<file path="src/rtl/router_pkg.sv">
// ---------------------------------------------------------------------------
// router_pkg
// Shared definitions for the router packet transmitter:
//   tx_state_t       - transmitter FSM states
//   ADDR_INVALID     - destination code that is never routable
//   BUF_DEPTH_DEF    - default payload buffer depth in bytes
//   GAP_CYCLES_DEF   - default idle cycles after each parity byte
// ---------------------------------------------------------------------------
package router_pkg;

    typedef enum logic [2:0] {
        ST_IDLE,
        ST_HEADER,
        ST_PAYLOAD,
        ST_PARITY,
        ST_GAP
    } tx_state_t;

    localparam logic [1:0] ADDR_INVALID   = 2'b11;
    localparam int         BUF_DEPTH_DEF  = 64;
    localparam int         GAP_CYCLES_DEF = 2;

endpackage : router_pkg

</file>
<file path="src/rtl/router_tx_buf.sv">
// ---------------------------------------------------------------------------
// router_tx_buf
// Payload byte FIFO with first-word-fall-through read data.
//   clk, rst  - clock, asynchronous active-high reset
//   wr_en     - push wr_data (dropped while full)
//   wr_data   - byte to push
//   pop       - advance past the current head byte (ignored while empty)
//   rd_data   - current head byte
//   count     - occupancy, 0..DEPTH
//   full      - count == DEPTH
//   empty     - count == 0
// ---------------------------------------------------------------------------
module router_tx_buf #(
    parameter int DEPTH = 64
) (
    input  logic                     clk,
    input  logic                     rst,
    input  logic                     wr_en,
    input  logic [7:0]               wr_data,
    input  logic                     pop,
    output logic [7:0]               rd_data,
    output logic [$clog2(DEPTH):0]   count,
    output logic                     full,
    output logic                     empty
);

    localparam int AW = $clog2(DEPTH);

    logic [7:0]    mem [DEPTH];
    logic [AW-1:0] wr_ptr;
    logic [AW-1:0] rd_ptr;
    logic          wr_ok;
    logic          pop_ok;

    // Fullness is judged on the registered count, so a push into a full
    // buffer is dropped even when a pop happens on the same edge.
    assign full    = (count == (AW+1)'(DEPTH));
    assign empty   = (count == '0);
    assign wr_ok   = wr_en && !full;
    assign pop_ok  = pop && !empty;
    assign rd_data = mem[rd_ptr];

    // NOTE: sequential state uses non-blocking assignments so every register
    // samples pre-edge values regardless of statement order.
    always_ff @(posedge clk or posedge rst) begin
        if (rst) begin
            wr_ptr <= '0;
            rd_ptr <= '0;
            count  <= '0;
        end else begin
            // Pointers are exactly log2(DEPTH) wide, so they wrap on their own.
            if (wr_ok)  wr_ptr <= wr_ptr + 1'b1;
            if (pop_ok) rd_ptr <= rd_ptr + 1'b1;
            case ({wr_ok, pop_ok})
                2'b10:   count <= count + 1'b1;
                2'b01:   count <= count - 1'b1;
                default: count <= count;
            endcase
        end
    end

    // NOTE: the storage array has no reset; clearing the pointers and count
    // already makes old contents unreachable, and it can map to plain RAM.
    always_ff @(posedge clk) begin
        if (wr_ok) mem[wr_ptr] <= wr_data;
    end

endmodule : router_tx_buf

</file>
<file path="src/rtl/router_pkt_tx.sv">
// ---------------------------------------------------------------------------
// router_pkt_tx
// Builds router packets: header {pld_len, dest_addr}, pld_len payload bytes
// from the internal buffer, then an XOR parity byte, then an idle gap.
//   clk, rst     - clock, asynchronous active-high reset
//   buf_wr_en    - write buf_wr_data into the payload buffer (any state)
//   buf_wr_data  - payload byte
//   start        - send request, honoured only while ready=1
//   dest_addr    - destination port (2'b11 rejected)
//   pld_len      - payload length, 1..63 (0 rejected)
//   busy         - router stall; holds the current output byte
//   data_out     - registered byte stream
//   pkt_vld      - registered, high for header and payload bytes
//   ready        - FSM is idle
//   buf_full     - buffer holds BUF_DEPTH bytes
//   buf_count    - buffer occupancy
//   done         - pulse the cycle after the parity byte is accepted
//   err          - pulse the cycle after a start is rejected
// ---------------------------------------------------------------------------
module router_pkt_tx
    import router_pkg::*;
#(
    parameter int BUF_DEPTH  = BUF_DEPTH_DEF,
    parameter int GAP_CYCLES = GAP_CYCLES_DEF
) (
    input  logic                         clk,
    input  logic                         rst,
    input  logic                         buf_wr_en,
    input  logic [7:0]                   buf_wr_data,
    input  logic                         start,
    input  logic [1:0]                   dest_addr,
    input  logic [5:0]                   pld_len,
    input  logic                         busy,
    output logic [7:0]                   data_out,
    output logic                         pkt_vld,
    output logic                         ready,
    output logic                         buf_full,
    output logic [$clog2(BUF_DEPTH):0]   buf_count,
    output logic                         done,
    output logic                         err
);

    localparam int CNT_W = $clog2(BUF_DEPTH) + 1;
    localparam int GAP_W = (GAP_CYCLES > 1) ? $clog2(GAP_CYCLES) : 1;

    tx_state_t  state_q, state_d;
    logic [7:0] data_d;
    logic       vld_d;
    logic       done_d;
    logic       err_d;
    logic [5:0] len_q, len_d;       // latched payload length
    logic [5:0] sent_q, sent_d;     // payload bytes loaded into data_out
    logic [7:0] acc_q, acc_d;       // XOR of every byte loaded so far
    logic [GAP_W-1:0] gap_q, gap_d;

    logic       buf_pop;
    logic [7:0] buf_rd_data;
    logic       buf_empty;

    router_tx_buf #(
        .DEPTH (BUF_DEPTH)
    ) u_buf (
        .clk     (clk),
        .rst     (rst),
        .wr_en   (buf_wr_en),
        .wr_data (buf_wr_data),
        .pop     (buf_pop),
        .rd_data (buf_rd_data),
        .count   (buf_count),
        .full    (buf_full),
        .empty   (buf_empty)
    );

    assign ready = (state_q == ST_IDLE);

    // Next-state logic computes the value each output register takes on the
    // coming edge; busy only gates whether that value changes, so there is no
    // combinational path from busy to data_out/pkt_vld.
    always_comb begin
        // NOTE: every variable gets a default first so no path leaves one
        // unassigned, which would infer a latch.
        state_d = state_q;
        data_d  = data_out;
        vld_d   = pkt_vld;
        done_d  = 1'b0;
        err_d   = 1'b0;
        len_d   = len_q;
        sent_d  = sent_q;
        acc_d   = acc_q;
        gap_d   = gap_q;
        buf_pop = 1'b0;

        case (state_q)
            ST_IDLE: begin
                if (start) begin
                    if (dest_addr != ADDR_INVALID && pld_len != 6'd0 &&
                        buf_count >= CNT_W'(pld_len)) begin
                        state_d = ST_HEADER;
                        len_d   = pld_len;
                        sent_d  = 6'd0;
                        data_d  = {pld_len, dest_addr};
                        vld_d   = 1'b1;
                        acc_d   = {pld_len, dest_addr};
                    end else begin
                        err_d = 1'b1;
                    end
                end
            end
            ST_HEADER: begin
                if (!busy) begin
                    state_d = ST_PAYLOAD;
                    data_d  = buf_rd_data;
                    acc_d   = acc_q ^ buf_rd_data;
                    buf_pop = !buf_empty;
                    sent_d  = 6'd1;
                end
            end
            ST_PAYLOAD: begin
                if (!busy) begin
                    if (sent_q == len_q) begin
                        state_d = ST_PARITY;
                        data_d  = acc_q;
                        vld_d   = 1'b0;
                    end else begin
                        data_d  = buf_rd_data;
                        acc_d   = acc_q ^ buf_rd_data;
                        buf_pop = !buf_empty;
                        sent_d  = sent_q + 6'd1;
                    end
                end
            end
            ST_PARITY: begin
                if (!busy) begin
                    state_d = (GAP_CYCLES == 0) ? ST_IDLE : ST_GAP;
                    done_d  = 1'b1;
                    data_d  = 8'h00;
                    vld_d   = 1'b0;
                    acc_d   = 8'h00;
                    gap_d   = '0;
                end
            end
            ST_GAP: begin
                if (gap_q == GAP_W'(GAP_CYCLES - 1)) state_d = ST_IDLE;
                else                                 gap_d   = gap_q + 1'b1;
            end
            default: state_d = ST_IDLE;
        endcase
    end

    always_ff @(posedge clk or posedge rst) begin
        if (rst) begin
            state_q  <= ST_IDLE;
            data_out <= 8'h00;
            pkt_vld  <= 1'b0;
            done     <= 1'b0;
            err      <= 1'b0;
            len_q    <= 6'd0;
            sent_q   <= 6'd0;
            acc_q    <= 8'h00;
            gap_q    <= '0;
        end else begin
            state_q  <= state_d;
            data_out <= data_d;
            pkt_vld  <= vld_d;
            done     <= done_d;
            err      <= err_d;
            len_q    <= len_d;
            sent_q   <= sent_d;
            acc_q    <= acc_d;
            gap_q    <= gap_d;
        end
    end

endmodule : router_pkt_tx

</file>
<file path="config.mk">
export PLATFORM = sky130hd
export DESIGN_NAME = router_pkt_tx
export DESIGN_NICKNAME = d
export VERILOG_FILES = /design/src/rtl/router_pkg.sv /design/src/rtl/router_tx_buf.sv /design/src/rtl/router_pkt_tx.sv
export SDC_FILE = /design/constraint.sdc
export NUM_CORES = 1
export LEC_CHECK = 0
export CAP_MARGIN = 10
export CORE_MARGIN = 4
export CORE_UTILIZATION = 35
export CTS_CLUSTER_SIZE = 8
export DETAILED_ROUTE_END_ITERATION = 10
export GPL_TIMING_DRIVEN = 0
export SKIP_LAST_GASP = 1
export SLEW_MARGIN = 15
export SYNTH_ARGS = -nofsm -noshare
export SYNTH_HDL_FRONTEND = slang
export SYNTH_SLANG_ARGS = --single-unit
</file>
<file path="constraint.sdc">
create_clock -name clk -period 5.76 [get_ports clk]
set_input_delay 1.44 -clock clk [delete_from_list [all_inputs] [get_ports clk]]
set_output_delay 1.44 -clock clk [all_outputs]
set_load 0.01 [all_outputs]
</file>
# == Word level (Yosys, flattened, before mapping) ==
# Memories as Yosys holds them, arrays and structs flattened.
# Index checks and enable logic that the tools add are counted.
# totals
romBits,0
word_cells,104
regBits,54
out_inout_bits,20
ram_bits,512
latchBits,0
in_bits,21
n_memories,1
# op_classes
bitwise_logic,1
div_mod_pow,0
mux,45
n_eq_ne,17
multipliers,0
n_shift,0
reduce_logical,21
n_lt_le_gt_ge,1
n_addsub,6
# memory_table
name,depth,width,read_ports,rd_ports_with_merged_regs,wr,line_no,rtl
u_buf.mem,64,8,1,0,1,router_tx_buf.sv:29,logic [7:0] mem [DEPTH];
# ops
operator,count
$mux W8,9
$pmux W8 S4,2
$mux W6,5
$mux W3,7
$add A6 B1 Y6 const B,3
$pmux W6 S3,1
$reduce_and A6 Y1,3
$mux W1,16
$ne A2 B2 Y1 const B,8
$pmux W3 S5,1
$pmux W7 S2,1
$reduce_and A7 Y1,2
$xor A8 B8 Y8,1
$add A7 B1 Y7 const B,1
$eq A7 B7 Y1 const B,1
$ge A7 B6 Y1,1
$logic_not A7 Y1,1
$sub A7 B1 Y7 const B,1
$eq A3 B2 Y1 const B,2
$eq A6 B6 Y1,1
$reduce_bool A3 Y1,2
$reduce_bool A6 Y1,1
$logic_and A1 B1 Y1,4
$pmux W1 S2,2
13 further kinds,15

# == Logic depth before layout (Yosys ltp) ==
# depth
word_depth,8
ltp_mapped,16
mapped_depth_nobuf,15

# == Hierarchy ==
# A second synthesis with hierarchy kept.
# hier_totals
cells_unflattened,1363
area_unflattened_um2,23456.2
# by_module_without_submodules
mod,instances,area_per_inst_um2,cells_each,seq_area_each_um2
router_tx_buf,1,21297.9,1141,15850.2
router_pkt_tx,1,2158.3,222,875.8

# == Worst setup path before layout ==
# No wires, ideal clock.
# synth_path
path_type,input -> register
from,in busy
to,reg u_buf.count[6]
required_time_ns,5.680
setup_time_ns,0.080
t_arrival_ns,3.593
path_buffers,1
slack_ns,2.087
stages,11
cell_sequence,clkbuf_1 -> nor3_2 -> ha_1 -> ha_1 -> nor2b_1 -> o21a_1 -> o21ai_0 -> nand2b_1 -> a21oi_1 -> mux2i_1 -> xnor2_1
# synth_via
elab_chain_len,5
elab_cells_between_ends,8
classes_between,eq/ne: 2; mux: 4; reduce/logical: 2
# synth_rtl
element,line_no,rtl
from (decl),router_pkt_tx.sv:33,"input logic busy,"
"$mux W1, on equally long branches","router_pkt_tx.sv:119, router_pkt_tx.sv:110",
$pmux W1 S2 (*),router_pkt_tx.sv:93,case (state_q)
$logic_and A1 B1 Y1 (*),router_tx_buf.sv:40,assign pop_ok = pop && !empty;
net u_buf.pop_ok,router_tx_buf.sv:33,logic pop_ok;
$eq A2 B1 Y1 / $eq A2 B2 Y1 (equally long branches),router_tx_buf.sv:54,"case ({wr_ok, pop_ok})"
$pmux W7 S2 / $reduce_bool A2 Y1 (equally long branches),--,
to (signal assigned),router_tx_buf.sv:55,2'b10: count <= count + 1'b1;
to (signal assigned),router_tx_buf.sv:56,2'b01: count <= count - 1'b1;
to (signal assigned),router_tx_buf.sv:57,default: count <= count;
to (decl),router_tx_buf.sv:22,"output logic [$clog2(DEPTH):0] count,"
# Mark *: on every way through the listed nets, which the timed path passes. The rest lies on a longest branch.
# A chain may end at the register's enable or synchronous reset.

# == Worst setup path in the final report ==
# layout_path
from,reg state_q[1]
to,reg u_buf.count[6]
# layout_via
elab_chain_len,5
elab_cells_between_ends,8
classes_between,eq/ne: 4; mux: 2; reduce/logical: 2
# layout_rtl
element,line_no,rtl
from (decl),router_pkt_tx.sv:46,"tx_state_t state_q, state_d;"
from (signal assigned),router_pkt_tx.sv:162,state_q <= state_d;
$eq A3 B2 Y1 / $eq A3 B1 Y1 (equally long branches),router_pkt_tx.sv:93,
$pmux W1 S2 (*),router_pkt_tx.sv:93,
$logic_and A1 B1 Y1 (*),router_tx_buf.sv:40,
net u_buf.pop_ok,router_tx_buf.sv:33,
$eq A2 B1 Y1 / $eq A2 B2 Y1 (equally long branches),router_tx_buf.sv:54,
$pmux W7 S2 / $reduce_bool A2 Y1 (equally long branches),--,
# Marks and branches as above.

==> flow_metrics.py <==
metrics = {
    "routing": {
        "met2_length_um": 26600,
        "wl_met1_um": 23900,
        "num_vias": 12400,
        "drc": 0,
        "vias_per_cell": 5.38,
        "drt-total-wl_um": 55600,
        "antenna_left": 0,
        "wire_per_inst_um": 24.1,
        "wl_met3_um": 3600,
        "drt_iter0_markers": 1279,
        "dr.max_layer_used": "met5",
        "dr.pass1.iters": 5,
    },
    "global_route": {
        "antenna_found_initial": 1,
        "grt_overflow": 0,
        "grt_max_degree": 55,
        "grt_first_pass_wirelength_um": 82700,
        "grt_pass1_vias": 12700,
        "grt_use_total": 0.158,
    },
    "clocking": {
        "cts_tree": "done",
        "clockBufferDepth": 3,
        "path_clk_slew_ns": 0.05,
        "clk_latency_ns": 0.61,
        "cts-htree-levels": 3,
        "numCtsBuffers": 80,
        "cts-resized-gates": 0,
        "holdBufCountCts": 0,
        "post_cts_buffers": 0,
        "cts_root_buf": "clkbuf_16",
        "clock-sinks": 566,
    },
    "finish": {
        "final_cell_area_um2": 27000,
        "nFillCells": 5748,
        "fin_util": 0.416,
        "drive_gt1_frac": 0.186,
        "syn_to_final_growth_pct": 17.0,
        "n_antenna_cell": 0,
        "nets": 1443,
    },
    "floorplanning": {
        "std_cell_rows": 93,
        "io_pins": 41,
        "core-area_um2": 64900,
        "dieHeight_um": 265,
        "start_util": 0.356,
        "die_area_um2": 70200,
        "die_x_um": 265,
    },
    "synthesis": {
        "ys_seq_area_frac": 0.724,
        "synth_seq_cells": 566,
        "synthArstFlopShare": 0.0954,
        "synth_area_leaders": "edfxtp_1 (67%), mux4_2 (8.3%), dfrtp_1 (5.8%), mux2i_1 (3.9%), nor2_1 (1.7%)",
        "yosys.area.top_type": "edfxtp_1",
        "yosysMostFrequentCell": "edfxtp_1",
        "synthCells": 1277,
        "synth_cell_types": 65,
        "synth_common_cells": "edfxtp_1 (512), nor2_1 (102), mux2i_1 (91)",
        "synth_nets": 1314,
        "synth_edf_count": 512,
        "syn_area_um2": 23100,
        "ys.warnings.count": 0,
        "synth_top_area_frac": 0.665,
        "syn_area_per_cell_um2": 18.1,
        "synthFlopType": "edfxtp_1",
    },
    "critical_path": {
        "r2r_slack_ns": 1.56,
        "setup.worst_path.end_class": "flip-flop",
        "crit_arrival_ns": 4.72,
        "crit_path_start_kind": "flip-flop",
        "path_class": "flip-flop to flip-flop",
        "worstPathRequired_ns": 6.28,
        "cp_slowest_cell": "nor3_2",
        "slowest_delay_ns": 0.71,
        "worstPathCellList": "buf_2, inv_2, nand2_1, a21oi_1, nand2b_1, nor3_2, ha_1, ha_1, nor2b_1, o21a_1, o21ai_0, nand2b_1, a21oi_1, mux2i_1, xnor2_1",
        "cp_max_fo": 10,
    },
    "placement": {
        "io_buffers": 39,
        "gp_congestion": 0.791,
        "dp_hpwl_um": 37800,
        "dpl_cell_area_um2": 24700,
    },
    "power_and_ir_drop": {
        "peakVddDrop_v": 0.000255,
        "switching_power_uw": 4330,
        "clockPowerShare": 0.320,
        "p_leak_uw": 0.00892,
        "power_frac_seq": 0.369,
        "internal-power_uw": 9150,
        "combPwrFrac": 0.312,
        "swShare": 0.321,
        "powerDensity_nw_per_um2": 499,
    },
    "timing": {
        "min_period_ns": 4.20,
        "fin_skew_ns": 0.0221,
        "fin_crit_sh": 0.729,
        "hold_violations": 0,
        "worst_slew_margin_rel": 0.347,
        "grt_setup_unrepaired": "no",
        "slew_violations": 0,
        "fmax_ghz": 0.238,
        "worst_pin_slew_ns": 0.976,
        "finalSetupViolCount": 0,
        "tns_ns": 0,
    },
    "run": {
        "max_cap_violations": 0,
    },
    "status": {
        "status": "completed",
    },
    "hold_path": {
        "hold_path.class": "flip-flop to flip-flop",
    },
}
[worst paths after layout]
check / startpoint / end / depth (start not counted)
min in group asynchronous: rst / u_buf.count[3] / 2
max reg2reg: state_q[1] / u_buf.count[6] / 15
min: u_buf.wr_ptr[2] / u_buf.wr_ptr[2] / 1
max in group asynchronous: rst / acc_q[5] / 2
min reg2reg: u_buf.wr_ptr[2] / u_buf.wr_ptr[2] / 1
max: state_q[1] / u_buf.count[6] / 15
[power by group through the flow]
stage / clock network (µW) / logic, µW / registers, µW
after floorplan: 0 / 2810 / 5020
after global placement: 0 / 4160 / 5050
after detailed placement: 0 / 4210 / 5050
after CTS: 4400 / 4220 / 4970
after global routing: 4600 / 4480 / 5000
final: 4310 / 4200 / 4980
[state kept, by name (all words and copies together) (netlist names)]
name,cells
gap_q,1
sent_q,6
u_buf.rd_ptr,6
state_q,3
u_buf.wr_ptr,6
err,1
len_q,6
pkt_vld,1
acc_q,8
u_buf.mem,512
data_out,8
done,1
u_buf.count,7
[metrics by stage]
step	instances	setup WS, ns	hold slack [ns]	power, µW
floorplan	1277	2.09	0.459	7830
CTS	2307	1.55	0.490	13600
global placement	2171	1.35	0.478	9210
global route	2307	1.31	0.508	14100
finish	2307	1.56	0.485	13500
detailed placement	2179	1.37	0.483	9260
[kinds of logic (layout without fill, tap and decap cells)]
logic type | after synthesis | in the layout | share of synthesized area
mux | 190 | 190 | 0.130
buf+inv | 87 | 262 | 0.0223
flops | 566 | 566 | 0.724
fa+ha+maj | 16 | 16 | 0.00899
simple gates | 205 | 205 | 0.0411
compound gates | 191 | 191 | 0.0650
xor+xnor | 22 | 22 | 0.00834
[layer usage]
metal | vias to the layer above | GRT usage
met5 | - | 0
met4 | 2 | 0.0490
met3 | 101 | 0.0375
met2 | 435 | 0.255
met1 | 6426 | 0.214
li1 | 5437 | -
[cell type report]
class / instances / area, µm² / share of cell area
repair buffers: 47 / 541 / 0.0200
clock buffers: 124 / 2230 / 0.0826
multi-input cells: 624 / 5860 / 0.217
clock inverters: 4 / 75.1 / 0.00278
flip-flops and latches: 566 / 16700 / 0.619
inverters: 18 / 70.1 / 0.00259
well taps: 855 / 1070 / 0.0396
plain buffers: 69 / 448 / 0.0166
[worst max-delay path, delay by kind of cell, from the launching register on]
kind,cells,cell delay (ns)
AO/OA/AOI/OAI,4,1.05
XOR/XNOR,1,0.14
adder cells (fa/ha/maj),2,0.76
buffers and inverters,2,0.28
flip-flops,1,0.38
multiplexers,1,0.28
AND/OR/NAND/NOR,5,1.23
[layout by cell type (no fill, tap or decap), types with 7 or more instances in the layout]
master / instances
clkbuf_1: 60
nand3b_1: 8
mux4_2: 85
a22o_1: 7
edfxtp_1: 512
mux2_2: 10
xnor2_1: 19
o22ai_1: 33
inv_1: 16
clkbuf_16: 83
nand3_1: 16
mux2i_1: 91
nand2b_1: 9
nor2b_1: 7
buf_2: 26
nand2_1: 32
clkdlybuf4s50_1: 31
o21ai_0: 23
ha_1: 15
a221oi_1: 9
a211oi_1: 27
dfrtp_1: 54
o31ai_1: 7
a21oi_1: 15
nor2_1: 102
a22oi_1: 21
buf_4: 15
buf_6: 8
(Power assumes the default switching activity.)
